[src/rtl/reg_access_ctrl.sv]
// -----------------------------------------------------------------------------
// reg_access_ctrl
// Host-side access controller for a 32 x 32-bit register file. It accepts one
// request at a time (read, write, dump of x0..x31, or reserved). It drives the
// register-file ports and returns one response per register touched, using a
// valid/ready handshake.
//
// Optional feature: define REGACC_READBACK_EN to add a CHECK state after every
// non-x0 write. CHECK reads the register back and flags rsp_err on a mismatch.
// This adds one cycle of write latency.
//
// Ports
//   clk            in   system clock, rising edge
//   reset_n        in   asynchronous active-low reset
//   req_valid      in   host request valid
//   req_ready      out  high only in IDLE, from the first edge after reset
//   req_op[1:0]    in   00 read, 01 write, 10 dump, 11 reserved
//   req_addr[4:0]  in   target register index
//   req_wdata[31:0] in  write data
//   rsp_valid      out  response valid (RESP state)
//   rsp_ready      in   host accepts response
//   rsp_rdata[31:0] out read data (0 for write / reserved responses)
//   rsp_addr[4:0]  out  register index the response refers to
//   rsp_err        out  error flag
//   rsp_last       out  final response of the current request
//   rf_rs1[4:0]    out  register-file read index
//   rf_rd[4:0]     out  register-file write index
//   rf_write_data  out  register-file write data (32 bits)
//   rf_reg_write   out  register-file write enable (WRITE state only)
//   rf_read_data1  in   asynchronous read data for rf_rs1 (32 bits)
// -----------------------------------------------------------------------------
module reg_access_ctrl (
  input  logic        clk,
  input  logic        reset_n,
  input  logic        req_valid,
  output logic        req_ready,
  input  logic [1:0]  req_op,
  input  logic [4:0]  req_addr,
  input  logic [31:0] req_wdata,
  output logic        rsp_valid,
  input  logic        rsp_ready,
  output logic [31:0] rsp_rdata,
  output logic [4:0]  rsp_addr,
  output logic        rsp_err,
  output logic        rsp_last,
  output logic [4:0]  rf_rs1,
  output logic [4:0]  rf_rd,
  output logic [31:0] rf_write_data,
  output logic        rf_reg_write,
  input  logic [31:0] rf_read_data1
);

  typedef enum logic [1:0] {
    OP_READ  = 2'b00,
    OP_WRITE = 2'b01,
    OP_DUMP  = 2'b10,
    OP_RSVD  = 2'b11
  } op_e;

  typedef enum logic [2:0] {
    IDLE  = 3'd0,
    READ  = 3'd1,
    WRITE = 3'd2,
`ifdef REGACC_READBACK_EN
    CHECK = 3'd3,
`endif
    RESP  = 3'd4
  } state_e;

  state_e      state, next_state;
  op_e         req_op_e, op_q;
  logic [4:0]  cur_addr;   // latched address; doubles as the dump index
  logic [31:0] wdata_q;
  logic [31:0] rdata_q;
  logic        err_q;
  logic        ready_en;   // holds req_ready low until the first edge after reset
  logic        accept;
  logic        rsp_done;
  logic        dump_more;
  logic        last_c;

  assign req_op_e  = op_e'(req_op);
  assign accept    = req_valid && req_ready;
  assign rsp_done  = (state == RESP) && rsp_ready;
  // A dump stops after index 31 instead of wrapping into a second pass.
  assign dump_more = (op_q == OP_DUMP) && (cur_addr != 5'd31);
  assign last_c    = (op_q != OP_DUMP) || (cur_addr == 5'd31);

  // State register
  always_ff @(posedge clk or negedge reset_n) begin
    // NOTE: every flop uses non-blocking assignment so all registers sample pre-edge values.
    if (!reset_n) begin
      state    <= IDLE;
      ready_en <= 1'b0;
    end else begin
      state    <= next_state;
      ready_en <= 1'b1;
    end
  end

  // Next-state logic
  always_comb begin
    next_state = state;
    unique case (state)
      IDLE: begin
        if (accept) begin
          unique case (req_op_e)
            OP_READ, OP_DUMP: next_state = READ;
            OP_WRITE:         next_state = (req_addr == 5'd0) ? RESP : WRITE;
            default:          next_state = RESP;
          endcase
        end
      end
      READ:  next_state = RESP;
`ifdef REGACC_READBACK_EN
      WRITE: next_state = CHECK;
      CHECK: next_state = RESP;
`else
      WRITE: next_state = RESP;
`endif
      RESP: begin
        if (rsp_ready) next_state = dump_more ? READ : IDLE;
      end
      default: next_state = IDLE;
    endcase
  end

  // Output logic
  always_comb begin
    // NOTE: every output gets a default before the case so no path infers a latch.
    req_ready     = 1'b0;
    rsp_valid     = 1'b0;
    rsp_rdata     = '0;
    rsp_addr      = '0;
    rsp_err       = 1'b0;
    rsp_last      = 1'b0;
    rf_rs1        = '0;
    rf_rd         = '0;
    rf_write_data = '0;
    rf_reg_write  = 1'b0;
    unique case (state)
      IDLE:  req_ready = ready_en;
      READ:  rf_rs1    = cur_addr;
      WRITE: begin
        rf_reg_write  = 1'b1;
        rf_rd         = cur_addr;
        rf_write_data = wdata_q;
      end
`ifdef REGACC_READBACK_EN
      CHECK: rf_rs1 = cur_addr;
`endif
      RESP: begin
        rsp_valid = 1'b1;
        rsp_rdata = rdata_q;
        rsp_addr  = cur_addr;
        rsp_err   = err_q;
        rsp_last  = last_c;
      end
      default: ;
    endcase
  end

  // Request latch, read capture, readback compare and dump index
  always_ff @(posedge clk or negedge reset_n) begin
    if (!reset_n) begin
      op_q     <= OP_READ;
      cur_addr <= '0;
      wdata_q  <= '0;
      rdata_q  <= '0;
      err_q    <= 1'b0;
    end else begin
      if (accept) begin
        op_q     <= req_op_e;
        cur_addr <= (req_op_e == OP_DUMP) ? 5'd0 : req_addr;
        wdata_q  <= req_wdata;
        rdata_q  <= '0;
        err_q    <= (req_op_e == OP_RSVD) ||
                    ((req_op_e == OP_WRITE) && (req_addr == 5'd0));
      end
      if (state == READ) rdata_q <= rf_read_data1;
`ifdef REGACC_READBACK_EN
      if (state == CHECK) err_q <= (rf_read_data1 != wdata_q);
`endif
      if (rsp_done && dump_more) cur_addr <= cur_addr + 5'd1;
    end
  end

endmodule

[config.mk]
export PLATFORM = sky130hd
export DESIGN_NAME = reg_access_ctrl
export DESIGN_NICKNAME = d
export VERILOG_FILES = /design/src/rtl/reg_access_ctrl.sv
export SDC_FILE = /design/constraint.sdc
export NUM_CORES = 1
export LEC_CHECK = 0
export BUFFER_PORTS_ARGS = -buffer_cell sky130_fd_sc_hd__buf_4
export CORE_MARGIN = 3
export CORE_UTILIZATION = 40
export CTS_CLUSTER_DIAMETER = 120
export DETAILED_ROUTE_END_ITERATION = 10
export PLACE_DENSITY_LB_ADDON = 0.15
export SLEW_MARGIN = 15
export SYNTH_ARGS = -nofsm -noshare
export SYNTH_HDL_FRONTEND = slang
export SYNTH_SLANG_ARGS = --single-unit
[constraint.sdc]
create_clock -name clk -period 2.37 [get_ports clk]
set_input_delay 0.237 -clock clk [delete_from_list [all_inputs] [get_ports clk]]
set_output_delay 0.237 -clock clk [all_outputs]
set_load 0.03 [all_outputs]
[Yosys cells after proc, flatten, opt, wreduce, memory -nomap -nowiden]
Cells that the tools add are included.
Storage, ports and cells
  bits in registers: 76
  output and inout port bits: 84
  word-level logic and storage cells: 56
Operators by class
  $add $sub $neg: 1
  eq/ne operators: 12
  multiplexer cells: 21
  reduce and logical (&&, ||, !) cells: 15
Operator list (number)
  $mux 32: 4
  $mux 5: 6
  $mux 3: 3
  $pmux 3 s3: 1
  $eq 2x2->1 const B: 3
  $mux 1: 6
  $ne 2x2->1 const B: 3
  $pmux 3 s2: 1
  $add 5x1->5 const B: 1
  $eq 5x5->1 const B: 1
  $logic_and 1x1->1: 5
  $logic_not 5->1: 1
  $ne 5x5->1 const B: 1
  $reduce_bool 2->1: 2
  $reduce_or 2->1: 2
  $eq 3x1->1 const B: 1
  $eq 3x2->1 const B: 1
  $eq 3x3->1 const B: 1
  $logic_not 3->1: 1
  $eq 2x1->1 const B: 1
  $logic_not 2->1: 1
  $logic_or 1x1->1: 2
  $reduce_and 2->1: 1

[Longest topological paths before layout]
Gate-level depths: netlist of the first run.
  depth in word-level cells: 5
  mapped depth: 8
  gate-level depth less buffers: 7

[Worst setup path before layout of the first run]
OpenSTA, ideal clock, no wires.
  path type: flip-flop to flip-flop
  from: reg cur_addr[0]
  to: reg cur_addr[2]
  data arrival time: 1.843 ns
  required time: 2.266 ns
  slack: 0.423 ns
  stages on the path, launching flop included: 9
  buffers on the path: 1
  clock period less this slack: 1.947 ns
  path through: dfrtp_1 > ha_1 > and3_1 > ha_1 > nor3b_1 > nand3_1 > buf_2 > mux2i_1 > a221oi_1
Between the ends
  word-level cells in the longest chain between the ends: 4
Ends and longest elaborated chain
  start: declaration: RTL line 72  | logic [4:0] cur_addr;
  start signal: assignment: RTL line 174  | cur_addr <= (req_op_e == OP_DUMP) ? 5'd0 : req_addr;
  start signal: assignment: RTL line 184  | if (rsp_done && dump_more) cur_addr <= cur_addr + 5'd1;
  branches (longest 4 deep; another with $add 5x1->5)
Parallel ways; which one is timed is not known.
A chain may end at the register's enable or synchronous reset.

[Worst setup path in the final report of the first run]
  from: reg cur_addr[0]
  to: out rsp_last
Between the ends
  word-level cells in the longest chain between the ends: 3
Ends and longest elaborated chain
  $eq 5x5->1: RTL line 87  | assign last_c = (op_q != OP_DUMP) || (cur_addr == 5'd31);
  $logic_or 1x1->1: RTL line 87
  $mux 1: RTL line 141  | unique case (state)
  end: declaration: RTL line 45  | output logic rsp_last,
No other way between the ends.

==> run_results.csv, run 1 <==
group,metric,value,unit
sta,rsz0062_at_grt,"no",
route,drc,0,
synthesis,synth_seq_area_share,52.2,%
power,p_per_area,954,mW/mm^2
power,total_power,4.95,mW
critical_path,ff2ff_setup_slack,0.23,ns
critical_path,critPathKind,"register to output pin",
sta,fin_setup_tns,0,ns
placement,portBuffers,158,
sta,fin_crit,2.16,ns
placement,pre_cts_slack,0.252,ns
sta,fmax,463,MHz
route,dr.first_iter.drc_count,133,
synthesis,post-synth-top-area-fraction,52.2,%
sta,fin_ws,0.210,ns
critical_path,critPathMaxStageDelay,0.46,ns
synthesis,syn-num-nets,513,
synthesis,synth.yosys.warnings,0,
synthesis,netlist_instances,436,
worst_hold_path,hold_class,"input port to async pin",
cells_and_area,area_growth_syn_to_layout,42.4,%
floorplanning,core,0.00876,sq mm
synthesis,ys_ff_latch,76,
grt,grt_max_degree,77,
floorplanning,die_w,101,um
clocking,clk_pin_slew,0.07,ns
job,cap_violations,0,
sta,setup_viol,0,
clocking,insertion_delay,0.34,ns
placement,place.gp.congestion,0.828,
clocking,numCtsBuffers,9,
critical_path,cp_cell_sequence,"ha_1 > and3_1 > ha_1 > nor3b_1 > nor2b_1 > buf_4",
power,ir_drop,0.459,mV
clocking,clock-sinks,76,
cells_and_area,post-route-cell-area,0.00519,sq mm
floorplanning,start_util,41.6,%
cells_and_area,drive_above_1_share,31.9,%
sta,hold_viol_final,0,
synthesis,ys_types,31,
clocking,cts_tree,"yes",
synthesis,netlist_top_cells_area,"dfrtp_1, nand2_1, and2_1, nand3_1, clkbuf_1",
route,wl,9560,um
critical_path,r2r_end,"cur_addr[3]",
sta,finalCritPeriodShare,91.1,%
clocking,postCtsHoldBufs,0,
placement,dpl_cell_area,0.00494,sq mm
grt,grt_pass1_vias,3219,
sta,relSlewSlack,35.5,%
clocking,postCtsSetupRepairBufs,0,
critical_path,critPathRequiredTime,2.13,ns
route,ant_nets,0,
route,first_pass_iters,4,
critical_path,cp_max_fo,8,
sta,holdWs,0.0510,ns
sta,worst_pin_slew,0.968,ns
cells_and_area,nNetsFinal,664,
sta,clock_skew,0.0135,ns
cells_and_area,n_antenna_cell,0,
grt,antenna_found_initial,0,
synthesis,synth_edf_count,0,
grt,grt_pass1_wl,15500,um
clocking,root_buffer,"clkbuf_8",
cells_and_area,fillers,796,
critical_path,reg2reg_depth,7,
clocking,clock_path_buffers,2,
floorplanning,dieArea,0.0103,sq mm
clocking,h-tree-depth,3,
placement,dp_hpwl,6690,um
critical_path,crit_top_cell,"ha_1",
floorplanning,die_h,101,um
synthesis,syn_area,0.00364,sq mm
route,vias_per_cell,4.76,
clocking,cts.repair.resized,0,
route,dr_total_vias,3334,
critical_path,critPathCaptureType,"output pin",
sta,finalMaxSlewViolations,0,
critical_path,r2r-start,"cur_addr[0]",
grt,overflow,0,
floorplanning,rows,34,
critical_path,cp_data_arrival_time,1.92,ns
route,wl_per_cell,13.7,um
grt,track_usage,18.9,%
synthesis,yosysTopAreaCell,"dfrtp_1",
run_status,status,"finished clean",
critical_path,critPathSlowestCell,"dfrtp_1",
synthesis,synthFlopType,"dfrtp_1",
power,p_leak,2.92,nW
floorplanning,ios,159,
synthesis,avgSynthCellArea,8.35,sq um
synthesis,async_flop_share,100,%
critical_path,critPathLaunchType,"register",
==> cells by family (layout without fill, tap and decap cells) <==
| kind of cell | count (synthesis) | after routing | synth area share, % |
|---|---|---|---|
| simple gates | 312 | 312 | 40.2 |
| mux | 2 | 2 | 0.550 |
| other cells | 1 | 1 | 0.103 |
| compound gates | 12 | 12 | 2.20 |
| flops | 76 | 76 | 52.2 |
| fa+ha+maj | 2 | 2 | 0.687 |
| buf+inv | 31 | 187 | 4.02 |
==> how the worst max path moves through the flow <==
stage | endpoint | slack, ns | depth (start not counted) | from
4_1_cts | rsp_rdata[13] | 0.20 | 4 | state[0]
2_1_floorplan | cur_addr[2] | 0.42 | 8 | cur_addr[0]
6_report | rsp_last | 0.21 | 6 | cur_addr[0]
3_5_place_dp | cur_addr[3] | 0.25 | 7 | cur_addr[0]
3_3_place_gp | cur_addr[3] | 0.34 | 7 | cur_addr[0]
5_1_grt | rsp_last | 0.09 | 6 | cur_addr[0]
==> metrics by stage <==
| stage | instances | util [%] |
|---|---|---|
| floorplan | 436 | - |
| global placement | 684 | 56.3 |
| detailed placement | 684 | 56.3 |
| CTS | 700 | 59.2 |
| global route | 700 | 59.2 |
| finish | 700 | 59.2 |
==> report_power, final <==
part           internal, mW  leakage [nW]  switching [mW]
sequential             1.82         0.974           0.306
combinational         0.656          1.82           0.952
clock                 0.757         0.127           0.463
total                  3.23          2.92            1.72
==> cell type report <==
class | instances | area [sq um] | area share (%)
well taps | 108 | 135 | 2.61
clock buffers | 12 | 155 | 2.99
multi-input cells | 329 | 1610 | 31.0
clock inverters | 4 | 95.1 | 1.83
flip-flops and latches | 76 | 1900 | 36.7
repair buffers | 169 | 1280 | 24.7
inverters | 2 | 7.51 | 0.145
==> cells in the final DEF, fill, tap and decap left out <==
cell type,instances
o221a_1,1
nor3_1,1
clkinv_2,1
o22ai_1,1
nand3_1,36
a31o_2,1
mux2i_1,2
nor3b_1,2
and3_1,7
bufinv_16,3
nor2b_1,1
nor3b_4,1
nor2_1,6
o21ai_0,2
nand4_1,2
conb_1,1
clkbuf_1,1
a21oi_1,2
a31oi_1,2
and2_1,77
nand2b_1,1
o21ai_1,1
nor3_2,1
nand3_2,1
buf_12,1
clkbuf_8,11
nor3b_2,1
a221oi_1,1
inv_1,2
ha_1,2
dfrtp_1,76
buf_4,168
o21bai_1,1
nand2_1,175
==> synth_stat cells (2+ instances only) <==
library cell,instances
and3_1,7
a21oi_1,2
buf_2,9
nand3_1,37
mux2i_1,2
a31oi_1,2
inv_1,2
clkbuf_1,14
nand4_1,2
nor3b_1,3
and2_1,77
clkbuf_2,3
buf_4,2
nor2_1,6
o21ai_0,2
ha_1,2
nand2_1,175
dfrtp_1,76
==> routing by layer <==
layer / GRT usage, % / up-vias / wire length [um]
li1: - / 1668 / -
met5: 0 / - / 0
met1: 25.5 / 1533 / 4250
met4: 5.83 / 0 / 102
met3: 5.10 / 11 / 782
met2: 29.9 / 122 / 4420
==> worst max-delay path, delay by kind of cell (launching register included) <==
family        cells  cell delay, ns
simple gates      3            0.52
flops             1            0.46
buf+inv           1            0.18
fa+ha+maj         2            0.43
==> registers in the layout, summed over array words and instances (netlist names) <==
register,count
err_q,1
state,3
op_q,2
ready_en,1
rdata_q,32
wdata_q,32
cur_addr,5
No activity file was read; power rests on OpenSTA's default activity.
==> run 2: changes to the inputs <==
CELL_PAD_IN_SITES_DETAIL_PLACEMENT = 1   (was unset)
CELL_PAD_IN_SITES_GLOBAL_PLACEMENT = 2   (was unset)
CORE_UTILIZATION = 26   (was 40)
SETUP_SLACK_MARGIN = 0.5   (was unset)
==> run 2 against run 1 <==
  * Utilization shrank 13 points
  * Via count grew 9.0%
  * Flip-flop and latch count is the same
  * Largest cell class unchanged
==> run_results.csv, run 2 (same netlist as run 1, synthesis figures left out) <==
group,metric,value,unit
worst_hold_path,hold_end,"rdata_q[12]",
sta,hold_viol_final,0,
clocking,clock-sinks,76,
cells_and_area,nNetsFinal,697,
sta,setup_viol,0,
route,wl,13400,um
run_status,status,"finished clean",
floorplanning,die_h,124,um
critical_path,r2r-start,"cur_addr[0]",
worst_hold_path,hold_class,"input port to register",
sta,finalMaxSlewViolations,0,
grt,overflow,0,
sta,finalCritPeriodShare,82.3,%
floorplanning,start_util,27.1,%
critical_path,critPathRequiredTime,2.13,ns
critical_path,cp_cell_sequence,"ha_4 > and3_4 > ha_4 > nor3b_4 > nor2b_4 > buf_6",
job,cap_violations,0,
floorplanning,ios,159,
route,dr.first_iter.drc_count,126,
critical_path,crit_top_cell,"ha_4",
cells_and_area,area_growth_syn_to_layout,70.7,%
sta,worst_pin_slew,0.567,ns
cells_and_area,final_cell_mix,"nand2_1, buf_4, dfrtp_1",
sta,fin_setup_tns,0,ns
worst_hold_path,min_from,"rf_read_data1[12]",
critical_path,critPathMaxStageDelay,0.42,ns
cells_and_area,top_regs,"rdata_q (32), wdata_q (32), cur_addr (5)",
grt,grt_pass1_vias,3818,
power,p_leak,3.29,nW
critical_path,cp_data_arrival_time,1.71,ns
sta,fmax,513,MHz
critical_path,cp_max_fo,2,
clocking,root_buffer,"clkbuf_16",
grt,antenna_found_initial,0,
cells_and_area,finalNonFillerCells,801,
clocking,numCtsBuffers,9,
critical_path,critPathKind,"register to output pin",
sta,clock_skew,0.00411,ns
sta,rsz0062_at_grt,"yes",
floorplanning,dieArea,0.0155,sq mm
clocking,cts_tree,"yes",
clocking,h-tree-depth,3,
clocking,clock_path_buffers,2,
critical_path,r2r_end,"cur_addr[2]",
critical_path,ff2ff_setup_slack,0.45,ns
critical_path,reg2reg_depth,8,
worst_hold_path,hold_depth,3,
grt,grt_pass1_wl,20400,um
placement,dp_cells,752,
route,ant_nets,0,
route,drc,0,
placement,portBuffers,158,
route,vias_per_cell,4.54,
cells_and_area,final_common_cell,"nand2_1",
cells_and_area,n_antenna_cell,0,
clocking,insertion_delay,0.35,ns
placement,place.gp.congestion,0.732,
cells_and_area,drive_above_1_share,46.1,%
grt,grt_max_degree,42,
floorplanning,rows,42,
critical_path,critPathSlowestCell,"dfrtp_2",
route,dr_total_vias,3634,
placement,dp_hpwl,8110,um
grt,track_usage,16.6,%
sta,relSlewSlack,62.2,%
critical_path,critPathLaunchType,"register",
clocking,clk_pin_slew,0.06,ns
floorplanning,die_w,124,um
critical_path,critPathCaptureType,"output pin",
sta,fin_crit,1.95,ns
power,p_per_area,971,mW/mm^2
route,wl_per_cell,16.7,um
route,first_pass_iters,4,
floorplanning,core,0.0135,sq mm
power,ir_drop,0.376,mV
-- run 2: what timing repair did --
item                                    4_1_cts  5_1_grt
setup buffers                                11       13
endpoints found under the setup margin       83      137
hold buffers                                  1        0
pin swaps                                     3       48
gates resized for setup                      53       97
hold endpoints to repair                     39        0
cloned                                        4        4
-- run 2: area by class of cell --
cell class                 instances  area, sq um
fill                            1564         7240
sequential                        76         1910
timing repair buffer             201         1900
multi-input combinational        330         1850
clock buffer                      11          233
tap                              176          220
clock inverter                     5          100
inverter                           2         7.51
-- run 2: through the flow --
stage	instance area [sq um]	worst slack (ns)	power [mW]	util [%]	hold WS, ns
final	6220	0.420	6.04	46.2	0.0748
after global routing	6220	0.362	6.45	46.2	0.0728
after CTS	5720	0.385	5.78	42.5	0.0619
after detailed placement	5040	0.183	3.83	37.5	0.264
after global placement	5040	0.275	3.76	37.5	0.262
after floorplan	3660	0.522	3.13	-	-0.0586
-- run 2: layer usage --
metal,GRT usage [%],up-vias,part of all wire (%)
met2,28.1,107,52
met3,6.05,12,5.9
met1,19.8,1778,41
li1,-,1737,-
met4,5.03,0,1.2
met5,0,-,0
-- run 2: worst max-delay path by stage --
stage / to / slack, ns / from
6_report: rsp_last / 0.42 / cur_addr[0]
5_1_grt: rsp_last / 0.36 / cur_addr[0]
4_1_cts: rsp_last / 0.39 / cur_addr[1]
3_5_place_dp: cur_addr[2] / 0.18 / cur_addr[0]
3_3_place_gp: cur_addr[2] / 0.27 / cur_addr[0]
2_1_floorplan: cur_addr[2] / 0.52 / cur_addr[0]
-- run 2: critical path, delay by kind of cell (launching register included) --
family	cells	cell delay [ns]
fa+ha+maj	2	0.33
flops	1	0.42
buf+inv	1	0.14
simple gates	3	0.48
-- run 2: power breakdown --
group | switching, mW | internal, mW
clock network | 0.547 | 1.03
registers | 0.342 | 1.83
logic | 1.19 | 1.10
